[config.mk]
export PLATFORM = sky130hd
export DESIGN_NAME = fridge_zone_ctrl
export DESIGN_NICKNAME = d
export VERILOG_FILES = /design/src/rtl/fridge_pkg.sv /design/src/rtl/fridge_zone.sv /design/src/rtl/fridge_zone_ctrl.sv
export SDC_FILE = /design/constraint.sdc
export NUM_CORES = 1
export LEC_CHECK = 0
export BUFFER_PORTS_ARGS = -buffer_cell sky130_fd_sc_hd__buf_4
export CORE_MARGIN = 1
export CORE_UTILIZATION = 49
export CTS_CLUSTER_SIZE = 30
export DETAILED_ROUTE_END_ITERATION = 10
export GPL_TIMING_DRIVEN = 0
export PLACE_DENSITY = 0.76
export SYNTH_ARGS = -nofsm -noshare
export SYNTH_HDL_FRONTEND = slang
export SYNTH_SLANG_ARGS = --single-unit
[constraint.sdc]
create_clock -name clk -period 1.65 [get_ports clk]
set_input_delay 0.2475 -clock clk [delete_from_list [all_inputs] [get_ports clk]]
set_output_delay 0.2475 -clock clk [all_outputs]
set_load 0.01 [all_outputs]
[src/rtl/fridge_pkg.sv]
// Shared field codes, capacity unit and compressor state encoding for the
// multi-zone fridge controller.
package fridge_pkg;

    localparam logic [1:0] FIELD_TEMP = 2'd0;
    localparam logic [1:0] FIELD_CAP  = 2'd1;
    localparam logic [1:0] FIELD_ICE  = 2'd2;
    localparam logic [1:0] FIELD_RSVD = 2'd3;

    localparam logic [7:0] CAP_UNIT = 8'd25;

    typedef enum logic [1:0] {
        CMP_OFF     = 2'd0,
        CMP_ON      = 2'd1,
        CMP_LOCKOUT = 2'd2
    } cmp_state_t;

    // Capacity code 0..3 maps to 25/50/75/100; the product never exceeds 8 bits.
    function automatic logic [7:0] cap_from_code(input logic [1:0] code);
        return ({6'd0, code} + 8'd1) * CAP_UNIT;
    endfunction

endpackage

[src/rtl/fridge_zone.sv]
// One compartment: setpoint and capacity storage, cooling hysteresis flag and
// door-open timeout counter.
module fridge_zone #(
    parameter int TEMP_W       = 5,
    parameter int RESET_TEMP   = 4,
    parameter int HYST         = 2,
    parameter int DOOR_TIMEOUT = 16
) (
    input  logic              clk,
    input  logic              rst,
    input  logic              pwr,
    input  logic              wr_temp,
    input  logic              wr_cap,
    input  logic [TEMP_W-1:0] wr_data,
    input  logic [TEMP_W-1:0] temp_meas,
    input  logic              door_open,
    output logic [TEMP_W-1:0] set_temp,
    output logic [7:0]        capacity,
    output logic              cool_req,
    output logic              door_alarm
);
    import fridge_pkg::*;

    localparam int DW = $clog2(DOOR_TIMEOUT + 1);
    localparam logic [TEMP_W:0]   HYST_EXT  = (TEMP_W + 1)'(HYST);
    localparam logic [TEMP_W-1:0] RST_TEMP  = TEMP_W'(RESET_TEMP);
    localparam logic [DW-1:0]     DOOR_MAX  = DW'(DOOR_TIMEOUT);
    localparam logic [DW-1:0]     DOOR_ONE  = DW'(1);
    localparam logic [DW-1:0]     DOOR_ZERO = DW'(0);

    logic [TEMP_W-1:0] set_temp_r;
    logic [7:0]        capacity_r;
    logic              cool_req_r;
    logic              door_alarm_r;
    logic [DW-1:0]     door_cnt_r;

    logic [TEMP_W:0]   temp_ext_s;
    logic [TEMP_W:0]   set_ext_s;
    logic [TEMP_W:0]   on_thresh_s;
    logic              cool_next_s;
    logic [DW-1:0]     door_cnt_next_s;

    // Hysteresis decision in TEMP_W+1 bits so setpoint+HYST cannot wrap.
    always_comb begin
        temp_ext_s  = {1'b0, temp_meas};
        set_ext_s   = {1'b0, set_temp_r};
        on_thresh_s = set_ext_s + HYST_EXT;
        cool_next_s = cool_req_r;
        if (temp_ext_s >= on_thresh_s) begin
            cool_next_s = 1'b1;
        end else if (temp_ext_s <= set_ext_s) begin
            cool_next_s = 1'b0;
        end else begin
            cool_next_s = cool_req_r;
        end
    end

    // Saturating door-open counter, cleared on the first closed sample.
    always_comb begin
        door_cnt_next_s = door_cnt_r;
        if (!door_open) begin
            door_cnt_next_s = DOOR_ZERO;
        end else if (door_cnt_r == DOOR_MAX) begin
            door_cnt_next_s = door_cnt_r;
        end else begin
            door_cnt_next_s = door_cnt_r + DOOR_ONE;
        end
    end

    // Configuration storage survives soft-off; only reset reloads it.
    always_ff @(posedge clk) begin
        if (rst) begin
            set_temp_r <= RST_TEMP;
            capacity_r <= 8'd0;
        end else begin
            if (wr_temp) begin
                set_temp_r <= wr_data;
            end else begin
                set_temp_r <= set_temp_r;
            end
            if (wr_cap) begin
                capacity_r <= cap_from_code(wr_data[1:0]);
            end else begin
                capacity_r <= capacity_r;
            end
        end
    end

    // Demand and alarm state, flushed while power is off.
    always_ff @(posedge clk) begin
        if (rst || !pwr) begin
            cool_req_r   <= 1'b0;
            door_cnt_r   <= DOOR_ZERO;
            door_alarm_r <= 1'b0;
        end else begin
            cool_req_r   <= cool_next_s;
            door_cnt_r   <= door_cnt_next_s;
            door_alarm_r <= (door_cnt_next_s == DOOR_MAX);
        end
    end

    assign set_temp   = set_temp_r;
    assign capacity   = capacity_r;
    assign cool_req   = cool_req_r;
    assign door_alarm = door_alarm_r;

endmodule

[src/rtl/fridge_zone_ctrl.sv]
// Multi-zone fridge controller: write decode, shared compressor lockout FSM,
// door alarm OR and optional ice latch (enabled by FRIDGE_ICE_MAKER_EN).
module fridge_zone_ctrl #(
    parameter int NUM_ZONES    = 2,
    parameter int TEMP_W       = 5,
    parameter int RESET_TEMP   = 4,
    parameter int HYST         = 2,
    parameter int MIN_OFF      = 8,
    parameter int DOOR_TIMEOUT = 16,
    localparam int ZW          = (NUM_ZONES > 1) ? $clog2(NUM_ZONES) : 1
) (
    input  logic                        clk,
    input  logic                        rst,
    input  logic                        pwr,
    input  logic                        wr_en,
    input  logic [1:0]                  sel_field,
    input  logic [ZW-1:0]               zone_sel,
    input  logic [TEMP_W-1:0]           wr_data,
    input  logic [NUM_ZONES*TEMP_W-1:0] temp_meas,
    input  logic [NUM_ZONES-1:0]        door_open,
    output logic [NUM_ZONES*TEMP_W-1:0] set_temp,
    output logic [NUM_ZONES*8-1:0]      capacity,
    output logic [NUM_ZONES-1:0]        cool_req,
    output logic                        compressor_on,
    output logic                        door_alarm,
    output logic                        ice_on
);
    import fridge_pkg::*;

    localparam int CNT_W = (MIN_OFF > 1) ? $clog2(MIN_OFF) : 1;
    localparam logic [CNT_W-1:0] LOCK_LOAD = CNT_W'(MIN_OFF - 1);
    localparam logic [CNT_W-1:0] CNT_ONE   = CNT_W'(1);
    localparam logic [CNT_W-1:0] CNT_ZERO  = CNT_W'(0);
    localparam logic [ZW:0]      NZ_EXT    = (ZW + 1)'(NUM_ZONES);

    logic                 wr_ok_s;
    logic                 zone_ok_s;
    logic                 is_temp_s;
    logic                 is_cap_s;
    logic [NUM_ZONES-1:0] zone_alarm_s;
    logic                 any_cool_s;

    cmp_state_t           state_r;
    cmp_state_t           state_next_s;
    logic [CNT_W-1:0]     lock_cnt_r;
    logic [CNT_W-1:0]     lock_cnt_next_s;
    logic                 compressor_on_r;

`ifdef FRIDGE_ICE_MAKER_EN
    logic                 is_ice_s;
    logic                 ice_latch_r;
    logic                 ice_latch_next_s;
    logic                 ice_on_r;
`endif

    assign wr_ok_s   = wr_en & pwr;
    assign zone_ok_s = ({1'b0, zone_sel} < NZ_EXT);

    // Field decode; the reserved code and a disabled ice field do nothing.
    always_comb begin
        is_temp_s = 1'b0;
        is_cap_s  = 1'b0;
`ifdef FRIDGE_ICE_MAKER_EN
        is_ice_s  = 1'b0;
`endif
        case (sel_field)
            FIELD_TEMP: is_temp_s = 1'b1;
            FIELD_CAP:  is_cap_s  = 1'b1;
            FIELD_ICE: begin
`ifdef FRIDGE_ICE_MAKER_EN
                is_ice_s = 1'b1;
`endif
            end
            FIELD_RSVD: is_temp_s = 1'b0;
            default:    is_temp_s = 1'b0;
        endcase
    end

    genvar z;
    for (z = 0; z < NUM_ZONES; z++) begin : g_zone
        logic zone_hit_s;
        assign zone_hit_s = wr_ok_s & zone_ok_s & (zone_sel == ZW'(z));

        fridge_zone #(
            .TEMP_W       (TEMP_W),
            .RESET_TEMP   (RESET_TEMP),
            .HYST         (HYST),
            .DOOR_TIMEOUT (DOOR_TIMEOUT)
        ) u_zone (
            .clk        (clk),
            .rst        (rst),
            .pwr        (pwr),
            .wr_temp    (zone_hit_s & is_temp_s),
            .wr_cap     (zone_hit_s & is_cap_s),
            .wr_data    (wr_data),
            .temp_meas  (temp_meas[z*TEMP_W +: TEMP_W]),
            .door_open  (door_open[z]),
            .set_temp   (set_temp[z*TEMP_W +: TEMP_W]),
            .capacity   (capacity[z*8 +: 8]),
            .cool_req   (cool_req[z]),
            .door_alarm (zone_alarm_s[z])
        );
    end

    assign any_cool_s = |cool_req;
    assign door_alarm = |zone_alarm_s;

    // Compressor next state; lockout ignores demand until its counter expires.
    always_comb begin
        state_next_s    = state_r;
        lock_cnt_next_s = lock_cnt_r;
        if (!pwr) begin
            state_next_s    = CMP_OFF;
            lock_cnt_next_s = CNT_ZERO;
        end else begin
            case (state_r)
                CMP_OFF: begin
                    if (any_cool_s) begin
                        state_next_s = CMP_ON;
                    end else begin
                        state_next_s = CMP_OFF;
                    end
                end
                CMP_ON: begin
                    if (!any_cool_s) begin
                        state_next_s    = CMP_LOCKOUT;
                        lock_cnt_next_s = LOCK_LOAD;
                    end else begin
                        state_next_s = CMP_ON;
                    end
                end
                CMP_LOCKOUT: begin
                    if (lock_cnt_r == CNT_ZERO) begin
                        state_next_s = CMP_OFF;
                    end else begin
                        lock_cnt_next_s = lock_cnt_r - CNT_ONE;
                    end
                end
                default: begin
                    state_next_s    = CMP_OFF;
                    lock_cnt_next_s = CNT_ZERO;
                end
            endcase
        end
    end

    // Compressor state, lockout counter and registered drive.
    always_ff @(posedge clk) begin
        if (rst) begin
            state_r         <= CMP_OFF;
            lock_cnt_r      <= CNT_ZERO;
            compressor_on_r <= 1'b0;
        end else begin
            state_r         <= state_next_s;
            lock_cnt_r      <= lock_cnt_next_s;
            compressor_on_r <= (state_next_s == CMP_ON);
        end
    end

    assign compressor_on = compressor_on_r;

`ifdef FRIDGE_ICE_MAKER_EN
    // Ice write is global, so zone_sel plays no part.
    always_comb begin
        ice_latch_next_s = ice_latch_r;
        if (wr_ok_s && is_ice_s) begin
            ice_latch_next_s = wr_data[0];
        end else begin
            ice_latch_next_s = ice_latch_r;
        end
    end

    // Latch is kept across soft-off; only the drive is masked.
    always_ff @(posedge clk) begin
        if (rst) begin
            ice_latch_r <= 1'b0;
            ice_on_r    <= 1'b0;
        end else begin
            ice_latch_r <= ice_latch_next_s;
            if (pwr) begin
                ice_on_r <= ice_latch_next_s;
            end else begin
                ice_on_r <= 1'b0;
            end
        end
    end

    assign ice_on = ice_on_r;
`else
    assign ice_on = 1'b0;
`endif

endmodule
Yosys cells after proc, flatten, opt, wreduce, memory -nomap -nowiden
Cells that the tools add are included.
W data, S select, Z words.
{"block": "op_classes", "shifts": 0, "eq_ne": 10, "n_mux": 18, "div_mod_pow": 0, "bitwise_logic": 10, "n_mul": 1, "n_reduce_logical": 11, "add_sub_neg": 6, "magnitude_cmp": 4}
{"operator": "$eq A5 B5 Y1 const B", "count": 4}
{"operator": "$mux W5", "count": 4}
{"operator": "$add A5 B2 Y6 const B", "count": 2}
{"operator": "$ge A5 B6 Y1", "count": 2}
{"operator": "$add A5 B1 Y5 const B", "count": 2}
{"operator": "$le A5 B5 Y1", "count": 2}
{"operator": "$pmux W3 S3", "count": 1}
{"operator": "$mul A8 B5 Y8 const B", "count": 1}
{"operator": "$and A1 B1 Y1", "count": 7}
{"operator": "$mux W1", "count": 7}
{"operator": "$eq A2 B1 Y1 const B", "count": 3}
{"operator": "$mux W2", "count": 3}
{"operator": "$mux W3", "count": 2}
{"operator": "$pmux W2 S3", "count": 1}
{"operator": "$reduce_or A2 Y1", "count": 3}
{"operator": "$logic_not A2 Y1", "count": 2}
{"operator": "$ne A2 B2 Y1 const B", "count": 2}
{"operator": "$reduce_bool A2 Y1", "count": 2}
{"operator": "$add A2 B1 Y3 const B", "count": 1}
{"operator": "$logic_not A3 Y1", "count": 1}
{"operator": "$not A1 Y1", "count": 3}
{"operator": "$reduce_and A3 Y1", "count": 1}
{"operator": "$sub A3 B1 Y3 const B", "count": 1}
{"operator": "$eq A2 B2 Y1 const B", "count": 1}
{"operator": "2 further kinds", "count": 2}
{"block": "totals", "ramBits": 0, "in_bits": 24, "out_inout_bits": 31, "latch_bits": 0, "word_cells": 73, "rom_bits": 0, "register_bits": 46, "n_memories": 0}

Longest topological paths before layout
{"block": "depth", "depth_word": 5, "depth_mapped": 8, "ltp_nobuf": 8}

Cells and area by module
From an unflattened synthesis, not the netlist that was laid out.
{"block": "unflattened", "cells_unflattened": 293, "hier_area_um2": 2651.3}
{"mod": "fridge_zone", "cells_per_inst": 118, "n_inst": 2, "seq_area_each_um2": 380.4, "area_each_um2": 1089.8}
{"mod": "fridge_zone_ctrl", "cells_per_inst": 57, "n_inst": 1, "seq_area_each_um2": 120.1, "area_each_um2": 471.7}

Least setup slack after synthesis
Ideal clock, no wire load.
{"block": "synth_timing", "kind": "register to register", "start": "register g_zone[0].u_zone.set_temp_r[1]", "end": "register g_zone[0].u_zone.cool_req_r", "required_ps": 1525, "period_less_slack_ps": 1659, "setup_ps": 125, "t_arrival_ps": 1534, "stages_incl_launch_ff": 9, "n_path_buf": 0, "setup_slack_ps": -9, "path_cell_list": "dfxtp_1 > ha_1 > inv_1 > ha_1 > a21oi_1 > o21ai_0 > a21o_1 > a21oi_1 > o32ai_1"}
{"block": "synth_via", "elab_chain_len": 3, "elab_cells_between_ends": 5, "classes_between": "add/sub (1); order compare (2); mux (1); reduce/logical (1)"}
{"item": "from (decl)", "line_no": "fridge_zone.sv:31", "rtl": "logic [TEMP_W-1:0] set_temp_r;"}
{"item": "from (signal assigned)", "line_no": "fridge_zone.sv:77", "rtl": "set_temp_r <= wr_data;"}
{"item": "from (signal assigned)", "line_no": "fridge_zone.sv:79", "rtl": "set_temp_r <= set_temp_r;"}
{"item": "$add A5 B2 Y6", "line_no": "fridge_zone.sv:47", "rtl": "on_thresh_s = set_ext_s + HYST_EXT;"}
{"item": "$ge A5 B6 Y1", "line_no": "fridge_zone.sv:49", "rtl": "if (temp_ext_s >= on_thresh_s) begin"}
{"item": "$mux W1 or $reduce_bool A2 Y1 (tied branches)"}
{"item": "to (signal assigned)", "line_no": "fridge_zone.sv:96", "rtl": "cool_req_r <= cool_next_s;"}
{"item": "to (decl)", "line_no": "fridge_zone.sv:33", "rtl": "logic cool_req_r;"}
Parallel ways exist; a longest one is shown, timed or not.
A chain may end at the register's enable or synchronous reset.

Final worst setup path
{"block": "layout_timing", "start": "register g_zone[0].u_zone.set_temp_r[2]", "end": "register g_zone[0].u_zone.cool_req_r"}
The elaborated chain is that of the path after synthesis.

==> flow_metrics.env <==
export IMPL_synthSimpleGateAreaFrac_pct=19.5
export IMPL_vias=2138
export IMPL_synth_top_area_cell="dfxtp_1"
export IMPL_whs_path_depth=2
export IMPL_clk_latency_ns=0.29
export IMPL_ioPinCount=55
export IMPL_synth_edf_count=0
export IMPL_synth_seq_cells=44
export IMPL_placed_cells=409
export IMPL_drt_iter0_markers=64
export IMPL_fin_crit_sh_pct=95.7
export IMPL_cp_start_kind="register"
export IMPL_cts_hold_buf=0
export IMPL_start_util_pct=52.4
export IMPL_gp_congestion=0.878
export IMPL_wire_per_inst_um=12.8
export IMPL_slowest_delay_ns=0.35
export IMPL_synth_top_family_by_area="simple AND/OR/NAND/NOR gates"
export IMPL_design_area_um2=3170
export IMPL_placed_area_um2=3030
export IMPL_dpl_hpwl_mm=4.10
export IMPL_htree_num_levels=2
export IMPL_gr_total_overflow=0
export IMPL_grt_pass1_vias=1998
export IMPL_clkSinkCount=44
export IMPL_path_buf_inv=1
export IMPL_worstPathCellList="ha_4 -> inv_2 -> ha_4 -> a21oi_1 -> o21ai_1 -> a21o_1 -> a21oi_2 -> o32ai_2"
export IMPL_regToRegStartpoint="g_zone[0].u_zone.set_temp[2]"
export IMPL_final_setup_skew_ns=0.00483
export IMPL_synth_top_area_share_pct=34.5
export IMPL_min_to="g_zone[1].u_zone.door_alarm"
export IMPL_yosys_warnings=0
export IMPL_n_antenna_cell=0
export IMPL_antenna_found_initial=0
export IMPL_cts_buffers=5
export IMPL_r2r_slack_ns=0.07
export IMPL_wl_met2_mm=2.52
export IMPL_yosysSeqAreaShare_pct=34.5
export IMPL_grt_max_degree=13
export IMPL_met1_length_mm=2.48
export IMPL_finalHoldViolCount=0
export IMPL_fmax_mhz=633
export IMPL_first_pass_iters=4
export IMPL_crit_type="reg2reg"
export IMPL_synth_compound_area_share_pct=11.0
export IMPL_powerDensity_nw_per_um2=635
export IMPL_cp_max_fo=4
export IMPL_status="finished clean"
export IMPL_core_rowCount=25
export IMPL_syn_inst=290
export IMPL_required_ns=1.82
export IMPL_critPathMostFrequentCell="ha_4"
export IMPL_postSynthAreaPerCell_um2=8.81
export IMPL_postRouteAntennaNets=0
export IMPL_p_leak_nw=1.42
export IMPL_worstReg2RegEnd="g_zone[0].u_zone.cool_req"
export IMPL_path_clk_slew_ns=0.08
export IMPL_clock_path_buffers=2
export IMPL_end_kind="register"
export IMPL_stdcell_count=417
export IMPL_synthAdderAreaFrac_pct=16.7
export IMPL_core_area_um2=4880
export IMPL_dieArea_um2=5510
export IMPL_dr_wl_met3_um=265
export IMPL_setup_viol=0
export IMPL_reg2reg_depth=8
export IMPL_worstHoldStart="door_open[1]"
export IMPL_top_layer_used="met4"
export IMPL_ys_async_sr_fraction_pct=0
export IMPL_totalWireLength_mm=5.34
export IMPL_synth_xor_area_share_pct=5.14
export IMPL_cp_arrival_ns=1.75
export IMPL_critPathTopFamily="compound AO/OA/AOI/OAI gates"
export IMPL_period_minus_slack_ns=1.58
export IMPL_port_buffers=52
export IMPL_synth_area_leaders="dfxtp_1 34%, ha_1 17%, mux2i_1 5.9%"
export IMPL_die_y_um=74.2
export IMPL_muxShareOfSynthArea_pct=6.32
export IMPL_ys_types=48
export IMPL_grt_pass1_wl_mm=8.63
export IMPL_cp_slowest_cell="dfxtp_2"
export IMPL_finalMaxSlewViolations=0
export IMPL_die_w_um=74.2
export IMPL_synthFlopType="dfxtp_1"
export IMPL_vdd_drop_max_mv=0.530
export IMPL_cts_tree="built"
export IMPL_grt_total_usage_pct=20.2
export IMPL_syn_nets=348
export IMPL_area_delta_synth_final_pct=24.0
export IMPL_synth_area_um2=2550
export IMPL_nets=408
export IMPL_clockRootBuffer="clkbuf_8"
export IMPL_post_drt_via_cell_ratio=5.13
export IMPL_hp_class="in2reg"
export IMPL_drive_above_1_share_pct=26.3
export IMPL_drc=0
export IMPL_drv_cap=0
-- placed cells by master (no fill, tap or decap), types with 2 or more instances in the layout --
cell type	count
o21a_1	2
a211oi_1	2
xnor2_1	9
dfxtp_2	5
nand2b_1	2
inv_1	26
clkbuf_1	3
xor2_1	6
ha_4	2
nand2_2	2
and3_1	3
nor2b_1	2
clkbuf_8	5
nand3_1	15
mux2i_1	15
a21boi_0	2
buf_6	2
o211ai_1	4
dfxtp_1	38
nand2_1	18
or2_2	2
ha_1	31
buf_4	58
nor3_1	4
a21oi_1	18
o21ai_0	4
nor2_1	39
a31oi_1	2
-- where the power goes --
part	leakage (nW)	switching (W)	total (W)	internal [W]
Combinational	1.02	0.000143	0.000282	0.000139
Clock	0.0410	0.000349	0.000638	0.000288
Sequential	0.358	0.0000173	0.00109	0.00108
-- synthesized netlist by cell type (all sizes together) (4+ instances only) --
cell type,count
mux2i,15
nor3,4
xnor2,9
xor2,6
nor2,41
ha,34
o21ai,6
nand3,15
a21oi,19
o211ai,4
buf,8
dfxtp,44
nand2,20
inv,27
-- logic make-up (layout without fill, tap and decap cells) --
family / count (synthesis) / in the layout
flops: 44 / 44
other cells: 1 / 1
xor+xnor: 15 / 15
mux: 16 / 16
compound gates: 45 / 45
simple gates: 98 / 98
buf+inv: 37 / 97
fa+ha+maj: 34 / 34
-- layer usage --
metal  up-vias  global-route usage (%)
met1       986                    24.1
met5         -                       0
met3         7                    4.88
met2        47                    35.2
met4         0                    7.55
li1       1098                       -
-- area by class of cell --
cell class	instances	area (µm²)
clock inverter	1	5.00
inverter	27	101
multi-input combinational	209	1550
buffer	10	72.6
clock buffer	6	72.6
fill	439	1710
sequential	44	891
tap	67	83.8
timing repair buffer	53	398
-- registers in the layout (all words and copies together) (netlist names) --
name and cells:
g_zone.u_zone.set_temp 10, lock_cnt_r 3, compressor_on 1, g_zone.u_zone.cool_req 2
g_zone.u_zone.door_alarm 2, g_zone.u_zone.door_cnt_r 10, g_zone.u_zone.capacity 14, state_r 2
-- worst register-to-register path, delay by kind of cell, from the launching register on --
family	cells	cell delay [ns]
buffers and inverters	1	0.04
AOI/OAI and AO/OA	5	0.60
DFF	1	0.35
adders and majority gates	2	0.46
-- repair_timing --
action,in CTS,in global routing
buffers inserted,1,0
pin swaps,3,3
gates resized for setup,2,12
endpoints found under the setup margin,1,4
-- per-stage QoR --
stage | TNS [ns] | hold WS, ns | setup slack (ns) | total power (W) | utilization (%)
2_1_floorplan | 0 | 0.317 | 0.0262 | 0.00127 | -
3_5_place_dp | -0.0725 | 0.444 | -0.0725 | 0.00139 | 62.1
6_report | 0 | 0.169 | 0.0702 | 0.00201 | 64.9
5_1_grt | -0.0198 | 0.167 | -0.0198 | 0.00211 | 64.9
3_3_place_gp | -0.0521 | 0.443 | -0.0521 | 0.00138 | 62.1
4_1_cts | 0 | 0.164 | 0.00684 | 0.00203 | 63.9
-- worst max-delay path by stage --
stage,startpoint,endpoint,slack (ns),depth (start not counted)
after floorplan,g_zone[0].u_zone.set_temp[2],g_zone[0].u_zone.cool_req,0.03,8
after CTS,g_zone[0].u_zone.set_temp[1],g_zone[0].u_zone.cool_req,0.007,8
after detailed placement,g_zone[0].u_zone.set_temp[1],g_zone[0].u_zone.cool_req,-0.07,8
after global routing,g_zone[0].u_zone.set_temp[2],g_zone[0].u_zone.cool_req,-0.02,8
final,g_zone[0].u_zone.set_temp[2],g_zone[0].u_zone.cool_req,0.07,8
after global placement,g_zone[0].u_zone.set_temp[1],g_zone[0].u_zone.cool_req,-0.05,8
(Power assumes the default switching activity.)
